<file path="config.mk">
export PLATFORM = sky130hd
export DESIGN_NAME = fetch_unit
export DESIGN_NICKNAME = d
export VERILOG_FILES = /design/src/rtl/cpu_pkg.sv /design/src/rtl/fetch_buf.sv /design/src/rtl/fetch_unit.sv
export SDC_FILE = /design/constraint.sdc
export NUM_CORES = 1
export LEC_CHECK = 0
export ABC_AREA = 0
export CAP_MARGIN = 20
export CORE_MARGIN = 2
export CORE_UTILIZATION = 45
export DETAILED_ROUTE_END_ITERATION = 16
export PLACE_DENSITY = 0.84
export REMOVE_ABC_BUFFERS = 1
export SLEW_MARGIN = 20
export SYNTH_ARGS = -nofsm -noshare
export SYNTH_HDL_FRONTEND = slang
export SYNTH_SLANG_ARGS = --single-unit
</file>
<file path="constraint.sdc">
create_clock -name Clock_i -period 4.8 [get_ports Clock_i]
set_input_delay 0.72 -clock Clock_i [delete_from_list [all_inputs] [get_ports Clock_i]]
set_output_delay 0.72 -clock Clock_i [all_outputs]
set_load 0.01 [all_outputs]
</file>
<file path="src/rtl/cpu_pkg.sv">
// Shared CPU definitions: datapath widths, NOP encoding, fetch FSM states.
// Latency: none (types and constants only).
// Backpressure: not applicable.
package cpu_pkg;

  localparam int INST_W = 32;
  localparam int ADDR_W = 32;

  localparam logic [INST_W-1:0] NOP = 32'h0000_0000;

  // IDLE: nothing outstanding; WAIT: request outstanding;
  // SQUASH: request outstanding but its data belongs to a dead path.
  typedef enum logic [1:0] {
    FS_IDLE   = 2'd0,
    FS_WAIT   = 2'd1,
    FS_SQUASH = 2'd2
  } fetch_state_t;

  // Sequential fetch address; wraps modulo 2^ADDR_W.
  function automatic logic [ADDR_W-1:0] next_pc(input logic [ADDR_W-1:0] pc);
    return pc + 32'd4;
  endfunction

endpackage

</file>
<file path="src/rtl/fetch_buf.sv">
// One-entry output buffer holding a {PC+4, instruction} pair for IF/ID.
// Latency: a load is visible on the outputs the cycle after the load edge.
// Backpressure: holds while not consumed; clear has priority over load.
module fetch_buf
  import cpu_pkg::*;
(
  input  logic              i_clk,
  input  logic              i_rst,
  input  logic              i_clear,
  input  logic              i_load,
  input  logic              i_consume,
  input  logic [INST_W-1:0] i_inst,
  input  logic [ADDR_W-1:0] i_pc4,
  output logic              o_valid,
  output logic [INST_W-1:0] o_inst,
  output logic [ADDR_W-1:0] o_pc4
);

  logic              r_valid;
  logic [INST_W-1:0] r_inst;
  logic [ADDR_W-1:0] r_pc4;

  // Occupancy: clear wins, a load refills even when consumed at the same edge.
  always_ff @(posedge i_clk or posedge i_rst) begin
    if (i_rst) begin
      r_valid <= 1'b0;
    end else if (i_clear) begin
      r_valid <= 1'b0;
    end else if (i_load) begin
      r_valid <= 1'b1;
    end else if (i_consume) begin
      r_valid <= 1'b0;
    end
  end

  // Payload: only written by a load that is not being cleared.
  always_ff @(posedge i_clk or posedge i_rst) begin
    if (i_rst) begin
      r_inst <= NOP;
      r_pc4  <= '0;
    end else if (i_load && !i_clear) begin
      r_inst <= i_inst;
      r_pc4  <= i_pc4;
    end
  end

  assign o_valid = r_valid;
  assign o_inst  = r_inst;
  assign o_pc4   = r_pc4;

endmodule

</file>
<file path="src/rtl/fetch_unit.sv">
// Instruction fetch: PC, req/ack handshake to imem, one-entry IF/ID buffer.
// Latency: ack edge -> IFID_o the following cycle; one inst/cycle on zero-wait memory.
// Backpressure: Stall_i holds the buffer and blocks new requests; outstanding ones finish.
module fetch_unit
  import cpu_pkg::*;
#(
  parameter logic [ADDR_W-1:0] RESET_PC = 32'h0000_0000
) (
  input  logic              Clock_i,
  input  logic              Reset_i,
  input  logic              Stall_i,
  input  logic              Redirect_i,
  input  logic [ADDR_W-1:0] Target_i,
  output logic              IMemReq_o,
  output logic [ADDR_W-1:0] IMemAddr_o,
  input  logic              IMemAck_i,
  input  logic [INST_W-1:0] IMemData_i,
  output logic [ADDR_W-1:0] PC4_o,
  output logic [INST_W-1:0] Inst_o,
  output logic              IFID_o,
  output logic              Flush_o
);

  fetch_state_t      r_state;
  fetch_state_t      w_state_nxt;
  logic [ADDR_W-1:0] r_fetch_pc;
  logic [ADDR_W-1:0] r_req_addr;

  logic              w_pending;
  logic              w_squash;
  logic              w_valid;
  logic              w_ifid;
  logic              w_req;
  logic              w_capture;
  logic              w_issue;
  logic [ADDR_W-1:0] w_addr;
  logic [ADDR_W-1:0] w_pc4;

  assign w_pending = (r_state != FS_IDLE);
  assign w_squash  = (r_state == FS_SQUASH);

  // A fresh request only starts when the buffer will have room at this edge,
  // so an ack can never land on top of an unconsumed instruction.
  assign w_ifid    = w_valid & ~Stall_i;
  assign w_req     = ~Reset_i & (w_pending | (~Redirect_i & (~w_valid | w_ifid)));
  assign w_addr    = w_pending ? r_req_addr : r_fetch_pc;
  assign w_pc4     = next_pc(w_addr);

  // Data is kept only for a live-path ack not overtaken by a redirect.
  assign w_capture = w_req & IMemAck_i & ~Redirect_i & ~w_squash;
  assign w_issue   = (r_state == FS_IDLE) & w_req;

  // Next-state: a redirect during an outstanding, unacked request poisons it.
  always_comb begin
    w_state_nxt = r_state;
    case (r_state)
      FS_IDLE: begin
        if (w_req && !IMemAck_i) w_state_nxt = FS_WAIT;
      end
      FS_WAIT: begin
        if (IMemAck_i)       w_state_nxt = FS_IDLE;
        else if (Redirect_i) w_state_nxt = FS_SQUASH;
      end
      FS_SQUASH: begin
        if (IMemAck_i) w_state_nxt = FS_IDLE;
      end
      default: w_state_nxt = FS_IDLE;
    endcase
  end

  // State register; reset forgets any outstanding memory transaction.
  always_ff @(posedge Clock_i or posedge Reset_i) begin
    if (Reset_i) r_state <= FS_IDLE;
    else         r_state <= w_state_nxt;
  end

  // Latch the request address at issue so it stays stable until the ack.
  always_ff @(posedge Clock_i or posedge Reset_i) begin
    if (Reset_i)      r_req_addr <= '0;
    else if (w_issue) r_req_addr <= w_addr;
  end

  // Fetch pointer: redirect target wins, otherwise advance past each capture.
  always_ff @(posedge Clock_i or posedge Reset_i) begin
    if (Reset_i)         r_fetch_pc <= RESET_PC;
    else if (Redirect_i) r_fetch_pc <= Target_i;
    else if (w_capture)  r_fetch_pc <= w_pc4;
  end

  fetch_buf u_buf (
    .i_clk     (Clock_i),
    .i_rst     (Reset_i),
    .i_clear   (Redirect_i),
    .i_load    (w_capture),
    .i_consume (w_ifid),
    .i_inst    (IMemData_i),
    .i_pc4     (w_pc4),
    .o_valid   (w_valid),
    .o_inst    (Inst_o),
    .o_pc4     (PC4_o)
  );

  assign IMemReq_o  = w_req;
  assign IMemAddr_o = w_addr;
  assign IFID_o     = w_ifid;
  assign Flush_o    = Redirect_i & ~Reset_i;

endmodule

</file>
==> results of run 1 <==
[logic make-up after synthesis]
logic type      Yosys count  share of synthesized area
buf+inv                  62                     0.0385
mux                      37                     0.0619
fa+ha+maj                 1                    0.00193
compound gates          149                      0.158
flops                   131                      0.507
xor+xnor                 10                     0.0135
simple gates            306                      0.219
[area by class of cell]
| type | instances | area [um^2] |
|---|---|---|
| sequential | 131 | 3280 |
| fill | 1114 | 5010 |
| clock inverter | 10 | 130 |
| multi-input combinational | 503 | 2970 |
| inverter | 16 | 65.1 |
| clock buffer | 22 | 474 |
| timing repair buffer | 180 | 1790 |
| tap | 180 | 225 |
[flip-flops by register name, summed over array words and instances (netlist names)]
name and cells:
r_state 2, u_buf.o_pc4 32, u_buf.o_valid 1, u_buf.o_inst 32, r_req_addr 32, r_fetch_pc 32
[critical path, stage by stage (launching register included)]
cell and delay (ns):
dfrtp_1 0.62, buf_4 0.36, nor2_2 0.08, buf_4 0.26, a21oi_1 0.67, clkdlybuf4s50_1 0.68
[how the worst max path moves through the flow]
stage               cells past startpoint              to       start  slack, ns
floorplan                               5  r_fetch_pc[11]     Reset_i      -4.82
global placement                        8  r_fetch_pc[30]  Redirect_i       1.31
detailed placement                      9  r_fetch_pc[22]  r_state[1]       1.18
CTS                                     5       IMemReq_o  r_state[0]       0.97
global route                            5       IMemReq_o  r_state[0]       0.82
finish                                  5       IMemReq_o  r_state[0]       0.98
[power groups by stage]
stage / Clock, W / Combinational (W) / Sequential (W)
3_5_place_dp: 0 / 0.00121 / 0.00157
6_report: 0.00132 / 0.00122 / 0.00156
4_1_cts: 0.00134 / 0.00122 / 0.00156
3_3_place_gp: 0 / 0.00119 / 0.00156
5_1_grt: 0.00139 / 0.00133 / 0.00160
2_1_floorplan: 0 / 0.000513 / 0.00161
[layer usage]
metal	wire length (um)	part of all wire
met1	8000	0.43
met2	8740	0.47
met3	1570	0.084
met4	312	0.017
met5	0	0
[layout by cell type, fill, tap and decap left out, types with 4 or more instances in the layout]
| cell | Yosys | layout |
|---|---|---|
| xor2_1 | 5 | 5 |
| inv_1 | 15 | 14 |
| or3b_1 | 4 | 4 |
| buf_4 | 2 | 11 |
| a222oi_1 | 4 | 4 |
| clkinv_2 | 0 | 5 |
| nor2_1 | 33 | 32 |
| or4_1 | 4 | 4 |
| and3_1 | 9 | 9 |
| or3b_2 | 4 | 4 |
| mux2i_1 | 13 | 13 |
| clkdlybuf4s50_1 | 0 | 167 |
| nand4bb_1 | 4 | 4 |
| o31ai_1 | 8 | 8 |
| o211ai_1 | 16 | 16 |
| a21oi_1 | 22 | 22 |
| nand4_1 | 9 | 9 |
| a22oi_1 | 16 | 16 |
| o21ai_0 | 32 | 32 |
| and4_1 | 4 | 4 |
| nor3_1 | 6 | 5 |
| a31oi_1 | 12 | 12 |
| or4bb_1 | 4 | 4 |
| a21o_1 | 8 | 8 |
| dfrtp_1 | 131 | 131 |
| xnor2_1 | 5 | 5 |
| nand3_1 | 15 | 15 |
| mux2_2 | 24 | 24 |
| clkbuf_16 | 0 | 17 |
| nand2_1 | 194 | 194 |
[stage by stage]
stage | TNS (ns) | power, W | utilization | cells
after floorplan | -385.24 | 0.00213 | - | 650
after global placement | 0 | 0.00275 | 0.597 | 1010
after CTS | 0 | 0.00412 | 0.640 | 1042
after detailed placement | 0 | 0.00278 | 0.597 | 1010
after global routing | 0 | 0.00431 | 0.640 | 1042
final | 0 | 0.00410 | 0.640 | 1042
==> flow_metrics.py, run 1 <==
metrics = {
    "logic_synthesis": {
        "synth_seq_area_share": 0.507,
        "synth_edf_count": 0,
        "ys_top_cells_by_count": "nand2_1, dfrtp_1, clkbuf_1, nor2_1, o21ai_0",
        "syn_area_per_cell_um2": 9.29,
        "syn-cell-area_um2": 6470,
        "yosysMostFrequentCell": "nand2_1",
        "synth-seq-cells": 131,
        "synth_cell_types": 59,
        "syn-instance-count": 696,
        "synthTopCellsByArea": "dfrtp_1, nand2_1, mux2_2",
        "synthArstFlopShare": 1.00,
        "synth_ff_type": "dfrtp_1",
        "yosys.area.top_type": "dfrtp_1",
        "yosysTopAreaCellShare": 0.507,
        "yosys_warnings": 0,
    },
    "floorplanning": {
        "start_util": 0.464,
        "io_pins": 168,
        "die_w_um": 124,
        "die-area_um2": 15300,
        "core_um2": 13900,
        "die_h_um": 124,
        "rows": 43,
    },
    "placement": {
        "portBuffers": 167,
        "gp_congestion": 0.831,
        "dpl_worst_slack_ns": 1.18,
        "post_dp_cell_area_um2": 8320,
        "dp_hpwl_mm": 12.3,
    },
    "global_routing": {
        "antenna_found_initial": 0,
        "grt-busiest-layer": "met2",
        "grt_pass1_vias": 5575,
        "grt_overflow": 0,
        "grtUsageMet3": 0.0582,
        "met1_usage": 0.345,
        "grt_max_degree": 82,
        "use_met2": 0.382,
        "grt_usage": 0.249,
        "grt_pass1_wl_mm": 29.2,
    },
    "cells_and_area": {
        "synthToLayoutAreaGrowth_pct": 38.0,
        "final_area_um2": 8920,
        "drive_above_1_share": 0.0928,
        "num-nets-final": 919,
        "n_antenna_cell": 0,
    },
    "sta": {
        "fmax_ghz": 0.262,
        "worstMarginPinSlew_ns": 0.996,
        "period_minus_slack_ns": 3.82,
        "final_max_slew_viol_count": 0,
        "min_period_over_period": 0.795,
        "finalClockSkew_ns": 0.00717,
        "relSlewSlack": 0.336,
        "hold_ws_ns": 0.472,
        "worst_slack_ns": 0.982,
        "setup_viol": 0,
        "hold_viol": 0,
        "rsz0062_at_grt": "false",
    },
    "cts": {
        "cts_buffer_depth": 2,
        "htreeDepth": 4,
        "cts_setup_buffers": 0,
        "cts_tree": "built",
        "numCtsBuffers": 17,
        "hold_buffers": 0,
        "ctsResizeCount": 0,
        "root_buffer": "clkbuf_16",
        "insertion_delay_ns": 0.42,
        "cts.sinks": 131,
        "clk_pin_slew_ns": 0.06,
    },
    "detailed_routing": {
        "wirelength_mm": 18.6,
        "final_antenna_net_count": 0,
        "drtIter0Drc": 542,
        "dr.pass1.iters": 5,
        "drc": 0,
        "wl_per_cell_um": 17.9,
        "dr_total_vias": 6005,
        "vias_per_cell": 5.76,
    },
    "setup_path": {
        "reg2reg_from": "r_state[1]",
        "r2r_cells": 9,
        "end_kind": "primary output",
        "critical_path_class": "reg2out",
        "worstPathArrival_ns": 3.10,
        "rrSetupSlack_ns": 1.03,
        "worstSetupStartpointType": "flop",
        "cp_max_fo": 29,
        "r2r_end": "u_buf.o_pc4[22]",
        "worstPathRequired_ns": 4.08,
    },
    "pwr": {
        "peakVddDrop_uv": 293,
        "p_comb_frac": 0.298,
        "power.switching_w": 0.00123,
        "static-leakage-power_nw": 4.01,
        "internal-power_w": 0.00287,
        "clockPowerShare": 0.321,
        "swShare": 0.299,
        "power_density_nw_per_um2": 459,
        "seq_power_share": 0.381,
    },
    "min_path": {
        "min_delay_worst_endpoint": "u_buf.o_inst[25]",
        "hold_depth": 2,
        "holdCritStartpoint": "u_buf.o_inst[25]",
        "worstHoldPathType": "reg2reg",
    },
    "flow_run": {
        "cap_violations": 0,
    },
    "status": {
        "status": "finished, final reports clean",
    },
}
(Power assumes the default switching activity.)
==> inputs of run 2 (changes only) <==
--- a/config.mk
+++ b/config.mk
@@ -8,9 +8,9 @@
 export ABC_AREA = 0
 export CAP_MARGIN = 20
 export CORE_MARGIN = 2
-export CORE_UTILIZATION = 45
+export CORE_UTILIZATION = 44
 export DETAILED_ROUTE_END_ITERATION = 16
-export PLACE_DENSITY = 0.84
+export PLACE_DENSITY = 0.85
 export REMOVE_ABC_BUFFERS = 1
 export SLEW_MARGIN = 20
 export SYNTH_ARGS = -nofsm -noshare
==> constraint.sdc (replaced) <==
create_clock -name Clock_i -period 3.4 [get_ports Clock_i]
set_input_delay 0.51 -clock Clock_i [delete_from_list [all_inputs] [get_ports Clock_i]]
set_output_delay 0.51 -clock Clock_i [all_outputs]
set_load 0.01 [all_outputs]
==> run 2 against run 1 <==
Effect of this change:
- global-route usage fell by 1.2 points
- sequential share of layout area decreased by 0.31 points
- register-to-register slack lost 0.61 ns
- wire length rose by 0.15%
- sequential power grew 41%
- utilization fell by 1.6 points
==> flow_metrics.py, run 2 (synthesis results as in run 1) <==
metrics = {
    "cells_and_area": {
        "mostFrequentLayoutCell": "nand2_1",
        "fin_cells": 1058,
        "drive_above_1_share": 0.103,
        "multi_input_area_um2": 2970,
        "synthToLayoutAreaGrowth_pct": 39.2,
        "fill_cells": 1189,
        "final_area_um2": 9000,
        "final_cell_mix": "nand2_1, clkdlybuf4s50_1, dfrtp_1, o21ai_0, nor2_1",
        "num-nets-final": 931,
        "ff_latch_area_um2": 3280,
        "final_util": 0.624,
    },
    "pwr": {
        "static-leakage-power_nw": 4.06,
        "power_density_nw_per_um2": 637,
        "peakVddDrop_uv": 383,
    },
    "global_routing": {
        "grt_usage": 0.238,
        "antenna_found_initial": 1,
        "grt_overflow": 0,
        "grt_max_degree": 113,
        "grt_pass1_wl_mm": 29.7,
        "grt_pass1_vias": 5819,
    },
    "setup_path": {
        "cp_max_fo": 13,
        "worstPathRequired_ns": 2.89,
        "worstSetupStartpointType": "flop",
        "critical_path_class": "reg2out",
        "worstPathArrival_ns": 2.65,
        "end_kind": "primary output",
    },
    "placement": {
        "dp_cells": 1026,
        "post_dp_cell_area_um2": 8410,
        "portBuffers": 167,
        "dp_hpwl_mm": 12.8,
        "gp_congestion": 0.841,
    },
    "floorplanning": {
        "die_h_um": 125,
        "die-area_um2": 15700,
        "io_pins": 168,
        "rows": 44,
        "core_um2": 14400,
        "start_util": 0.448,
        "die_w_um": 125,
    },
    "cts": {
        "hold_buffers": 0,
        "cts_tree": "built",
        "insertion_delay_ns": 0.42,
        "htreeDepth": 4,
        "cts_setup_buffers": 0,
        "root_buffer": "clkbuf_16",
        "cts.sinks": 131,
        "ctsResizeCount": 0,
        "clk_pin_slew_ns": 0.05,
        "cts_buffer_depth": 2,
        "numCtsBuffers": 17,
    },
    "detailed_routing": {
        "final_antenna_net_count": 0,
        "vias_per_cell": 5.65,
        "drc": 0,
        "drtIter0Drc": 455,
        "dr.pass1.iters": 5,
        "dr_total_vias": 5977,
        "wirelength_mm": 18.6,
        "wl_per_cell_um": 17.6,
    },
    "sta": {
        "fmax_ghz": 0.317,
        "worstMarginPinSlew_ns": 0.596,
        "period_minus_slack_ns": 3.16,
        "finalClockSkew_ns": 0.0102,
        "final_max_slew_viol_count": 0,
        "relSlewSlack": 0.603,
        "hold_ws_ns": 0.468,
        "hold_viol": 0,
        "min_period_over_period": 0.928,
        "rsz0062_at_grt": "false",
        "setup_viol": 0,
    },
    "status": {
        "status": "finished, final reports clean",
    },
    "min_path": {
        "worstHoldPathType": "reg2reg",
    },
    "flow_run": {
        "cap_violations": 0,
    },
}
==> run 2: changes by cell type in the layout (fill, tap and decap cells not counted) <==
| cell | delta |
|---|---|
| buf_4 | +13 |
| clkbuf_8 | +5 |
| clkinv_2 | -3 |
| bufinv_16 | -2 |
| clkinvlp_4 | -2 |
| buf_6 | -1 |
| clkbuf_1 | +1 |
| diode_2 | +1 |
==> run 2: worst paths after layout <==
| path | to | cells after the start | slack (ns) | from |
|---|---|---|---|---|
| worst max-delay path | IMemAddr_o[22] | 4 | 0.24 | r_state[0] |
| worst min-delay path | u_buf.o_inst[11] | 2 | 0.47 | u_buf.o_inst[11] |
| max in group asynchronous | u_buf.o_pc4[14] | 3 | 1.97 | Reset_i |
| worst max register to register | u_buf.o_pc4[22] | 7 | 0.42 | r_state[0] |
| worst min register to register | u_buf.o_inst[11] | 2 | 0.47 | u_buf.o_inst[11] |
| min in group asynchronous | u_buf.o_pc4[27] | 2 | 0.57 | Reset_i |
==> run 2: through the flow <==
| stage | power (W) | TNS [ns] | worst slack [ns] |
|---|---|---|---|
| 5_1_grt | 0.00603 | 0 | 0.118 |
| 4_1_cts | 0.00577 | 0 | 0.268 |
| 3_3_place_gp | 0.00390 | 0 | 0.457 |
| 3_5_place_dp | 0.00395 | 0 | 0.460 |
| 6_report | 0.00574 | 0 | 0.245 |
| 2_1_floorplan | 0.00300 | -612.36 | -6.01 |
==> run 2: layout make-up <==
| cell class | instances | share of cell area |
|---|---|---|
| clock buffer | 28 | 0.0608 |
| sequential | 131 | 0.364 |
| timing repair buffer | 192 | 0.208 |
| inverter | 16 | 0.00723 |
| multi-input combinational | 503 | 0.329 |
| antenna | 1 | 0.000278 |
| tap | 184 | 0.0256 |
| clock inverter | 3 | 0.00445 |
==> run 2: critical path: stages (launching register included) <==
cell and delay (ns):
dfrtp_1 0.52, or2_2 0.49, buf_4 0.25, mux2_2 0.38, clkdlybuf4s50_1 0.58
==> run 2: routing by layer <==
metal | vias to the layer above | share of wire | GRT usage
met2 | 255 | 0.46 | 0.374
met5 | - | 0 | 0
met3 | 42 | 0.066 | 0.0565
li1 | 2800 | - | -
met4 | 0 | 0.026 | 0.0954
met1 | 2880 | 0.44 | 0.320
==> run 2: where the power goes <==
part	total (W)	switching [W]	internal, W	leakage, nW
sequential	0.00220	0.000253	0.00194	1.59
clock	0.00180	0.000648	0.00116	0.293
combinational	0.00173	0.000812	0.000922	2.18
==> inputs of run 3 (changes only) <==
--- a/config.mk
+++ b/config.mk
@@ -8,9 +8,10 @@
 export ABC_AREA = 0
 export CAP_MARGIN = 20
 export CORE_MARGIN = 2
-export CORE_UTILIZATION = 44
+export CORE_UTILIZATION = 45
 export DETAILED_ROUTE_END_ITERATION = 16
-export PLACE_DENSITY = 0.85
+export DONT_BUFFER_PORTS = 1
+export PLACE_DENSITY = 0.71
 export REMOVE_ABC_BUFFERS = 1
 export SLEW_MARGIN = 20
 export SYNTH_ARGS = -nofsm -noshare
==> run 3 against run 2 <==
Effect of this change:
- critical path depth increased by 5
- register-to-register slack got worse by 0.21 ns
- critical path type is now reg2reg
- largest power group unchanged
- sequential power rose by 7%
- non-clock buffer count down 169
- first-iteration DRC count decreased by 33%
- clock-buffer cell count fell by 4
- combinational power down 45%
- worst hold slack worse by 0.32 ns
- global-route usage shrank 0.054 points
==> flow_metrics.py, run 3 (synthesis results as in run 1) <==
metrics = {
    "placement": {
        "dp_hpwl_mm": 12.4,
        "dp_cells": 852,
        "gp_congestion": 0.876,
        "dpl_worst_slack_ns": 0.158,
        "portBuffers": 0,
    },
    "sta": {
        "finalClockSkew_ns": 0.00935,
        "worst_slack_ns": 0.212,
        "worstMarginPinSlew_ns": 0.717,
        "final_max_slew_viol_count": 0,
        "fmax_ghz": 0.314,
        "hold_viol": 0,
        "min_period_over_period": 0.938,
        "rsz0062_at_grt": "false",
        "relSlewSlack": 0.522,
        "setup_viol": 0,
        "period_minus_slack_ns": 3.19,
    },
    "pwr": {
        "static-leakage-power_nw": 3.39,
        "peakVddDrop_uv": 323,
        "power_density_nw_per_um2": 685,
    },
    "cts": {
        "htreeDepth": 4,
        "numCtsBuffers": 17,
        "root_buffer": "clkbuf_16",
        "cts_tree": "built",
        "cts_setup_buffers": 0,
        "clk_pin_slew_ns": 0.06,
        "insertion_delay_ns": 0.42,
        "cts.sinks": 131,
        "cts_buffer_depth": 2,
    },
    "min_path": {
        "worstHoldPathType": "in2reg",
    },
    "floorplanning": {
        "die_w_um": 124,
        "start_util": 0.464,
        "rows": 43,
        "die-area_um2": 15300,
        "io_pins": 168,
        "die_h_um": 124,
        "core_um2": 13900,
    },
    "setup_path": {
        "crit_path_end": "u_buf.o_pc4[26]",
        "slowest_delay_ns": 0.68,
        "worstPathRequired_ns": 3.76,
        "reg2reg_from": "r_state[0]",
        "cp-startpoint": "r_state[0]",
        "end_kind": "flop",
        "rrSetupSlack_ns": 0.21,
        "cp_max_fo": 16,
        "worstPathArrival_ns": 3.55,
        "worstSetupStartpointType": "flop",
        "critical_path_class": "reg2reg",
        "r2r_end": "u_buf.o_pc4[26]",
        "cpMaxStageDelayCell": "or4b_1",
        "r2r_cells": 9,
        "worstPathCellList": "or2_2, nand2_1, nand2_1, ha_1, inv_1, a221oi_4, nand3_1, or4b_1, nand3_1",
    },
    "detailed_routing": {
        "drc": 0,
        "wirelength_mm": 18.0,
        "drtIter0Drc": 305,
        "wl_per_cell_um": 20.3,
        "final_antenna_net_count": 0,
        "dr.pass1.iters": 5,
        "vias_per_cell": 5.99,
        "dr_total_vias": 5299,
    },
    "cells_and_area": {
        "num-nets-final": 762,
        "final_cell_mix": "nand2_1, dfrtp_1, o21ai_0, nor2_1, mux2_2",
        "drive_above_1_share": 0.122,
        "synthToLayoutAreaGrowth_pct": 12.5,
        "fin_cells": 884,
        "mostFrequentLayoutCell": "nand2_1",
        "final_util": 0.522,
        "fill_cells": 1244,
    },
    "flow_run": {
        "cap_violations": 0,
    },
    "global_routing": {
        "grt_max_degree": 50,
        "met1_usage": 0.290,
        "grt_pass1_vias": 5199,
        "grt_overflow": 0,
        "grt_usage": 0.237,
        "grt_pass1_wl_mm": 27.4,
        "use_met2": 0.392,
        "antenna_found_initial": 1,
        "grtUsageMet3": 0.0705,
        "grt-busiest-layer": "met2",
    },
    "status": {
        "status": "finished, final reports clean",
    },
}
==> run 3: cell types whose count changed in the layout (fill, tap and decap cells not counted) <==
cell / change
clkdlybuf4s50_1: -167
clkbuf_8: -5
buf_4: -4
clkinv_2: +3
buf_12: +1
clkbuf_1: +1
dfrtp_1: -1
dfrtp_2: +1
dlygate4sd3_1: +1
==> run 3: repair_timing <==
| item | 4_1_cts | 5_1_grt |
|---|---|---|
| resized for setup | 0 | 1 |
| hold endpoints to repair | 45 | 0 |
| setup endpoints to repair | 0 | 7 |
| hold buffers | 1 | 0 |
==> run 3: worst min path at each step <==
stage                                 to  cells after the start          start
after floorplan            r_fetch_pc[4]                      2  r_fetch_pc[4]
after global placement     r_req_addr[8]                      1        Reset_i
after detailed placement  u_buf.o_pc4[7]                      1        Reset_i
after CTS                     r_state[1]                      1      IMemAck_i
after global routing          r_state[1]                      1      IMemAck_i
final                         r_state[1]                      1      IMemAck_i
==> run 3: critical path, delay by kind of cell (launching register included) <==
kind / cells / cell delay (ns)
AND/OR/NAND/NOR: 6 / 1.92
flip-flops: 1 / 0.61
AO/OA/AOI/OAI: 1 / 0.23
buffers and inverters: 1 / 0.11
adder cells (fa/ha/maj): 1 / 0.24
==> run 3: routing by layer <==
metal	up-vias	share of wire
met4	0	0.016
met1	2617	0.42
li1	2448	-
met5	-	0
met3	27	0.074
met2	207	0.49
==> run 3: area by class of cell <==
cell class,instances,area (um^2),area share
sequential,131,3280,0.451
multi-input combinational,503,2970,0.408
clock buffer,24,482,0.0662
tap,180,225,0.0310
timing repair buffer,23,200,0.0275
inverter,16,65.1,0.00894
clock inverter,6,55.1,0.00757
antenna,1,2.50,0.000344
==> run 3: through the flow <==
step	total power, W	setup TNS, ns	hold WS [ns]	instance area [um^2]
3_3_place_gp	0.00325	0	0.420	6720
2_1_floorplan	0.00300	-612.36	0.444	6280
5_1_grt	0.00525	0	0.134	7270
6_report	0.00498	0	0.145	7270
3_5_place_dp	0.00332	0	0.433	6720
4_1_cts	0.00502	0	0.132	7270
==> run 3: report_power, final <==
group	internal [W]	switching, W
combinational	0.000364	0.000580
sequential	0.00195	0.000402
clock	0.00105	0.000644
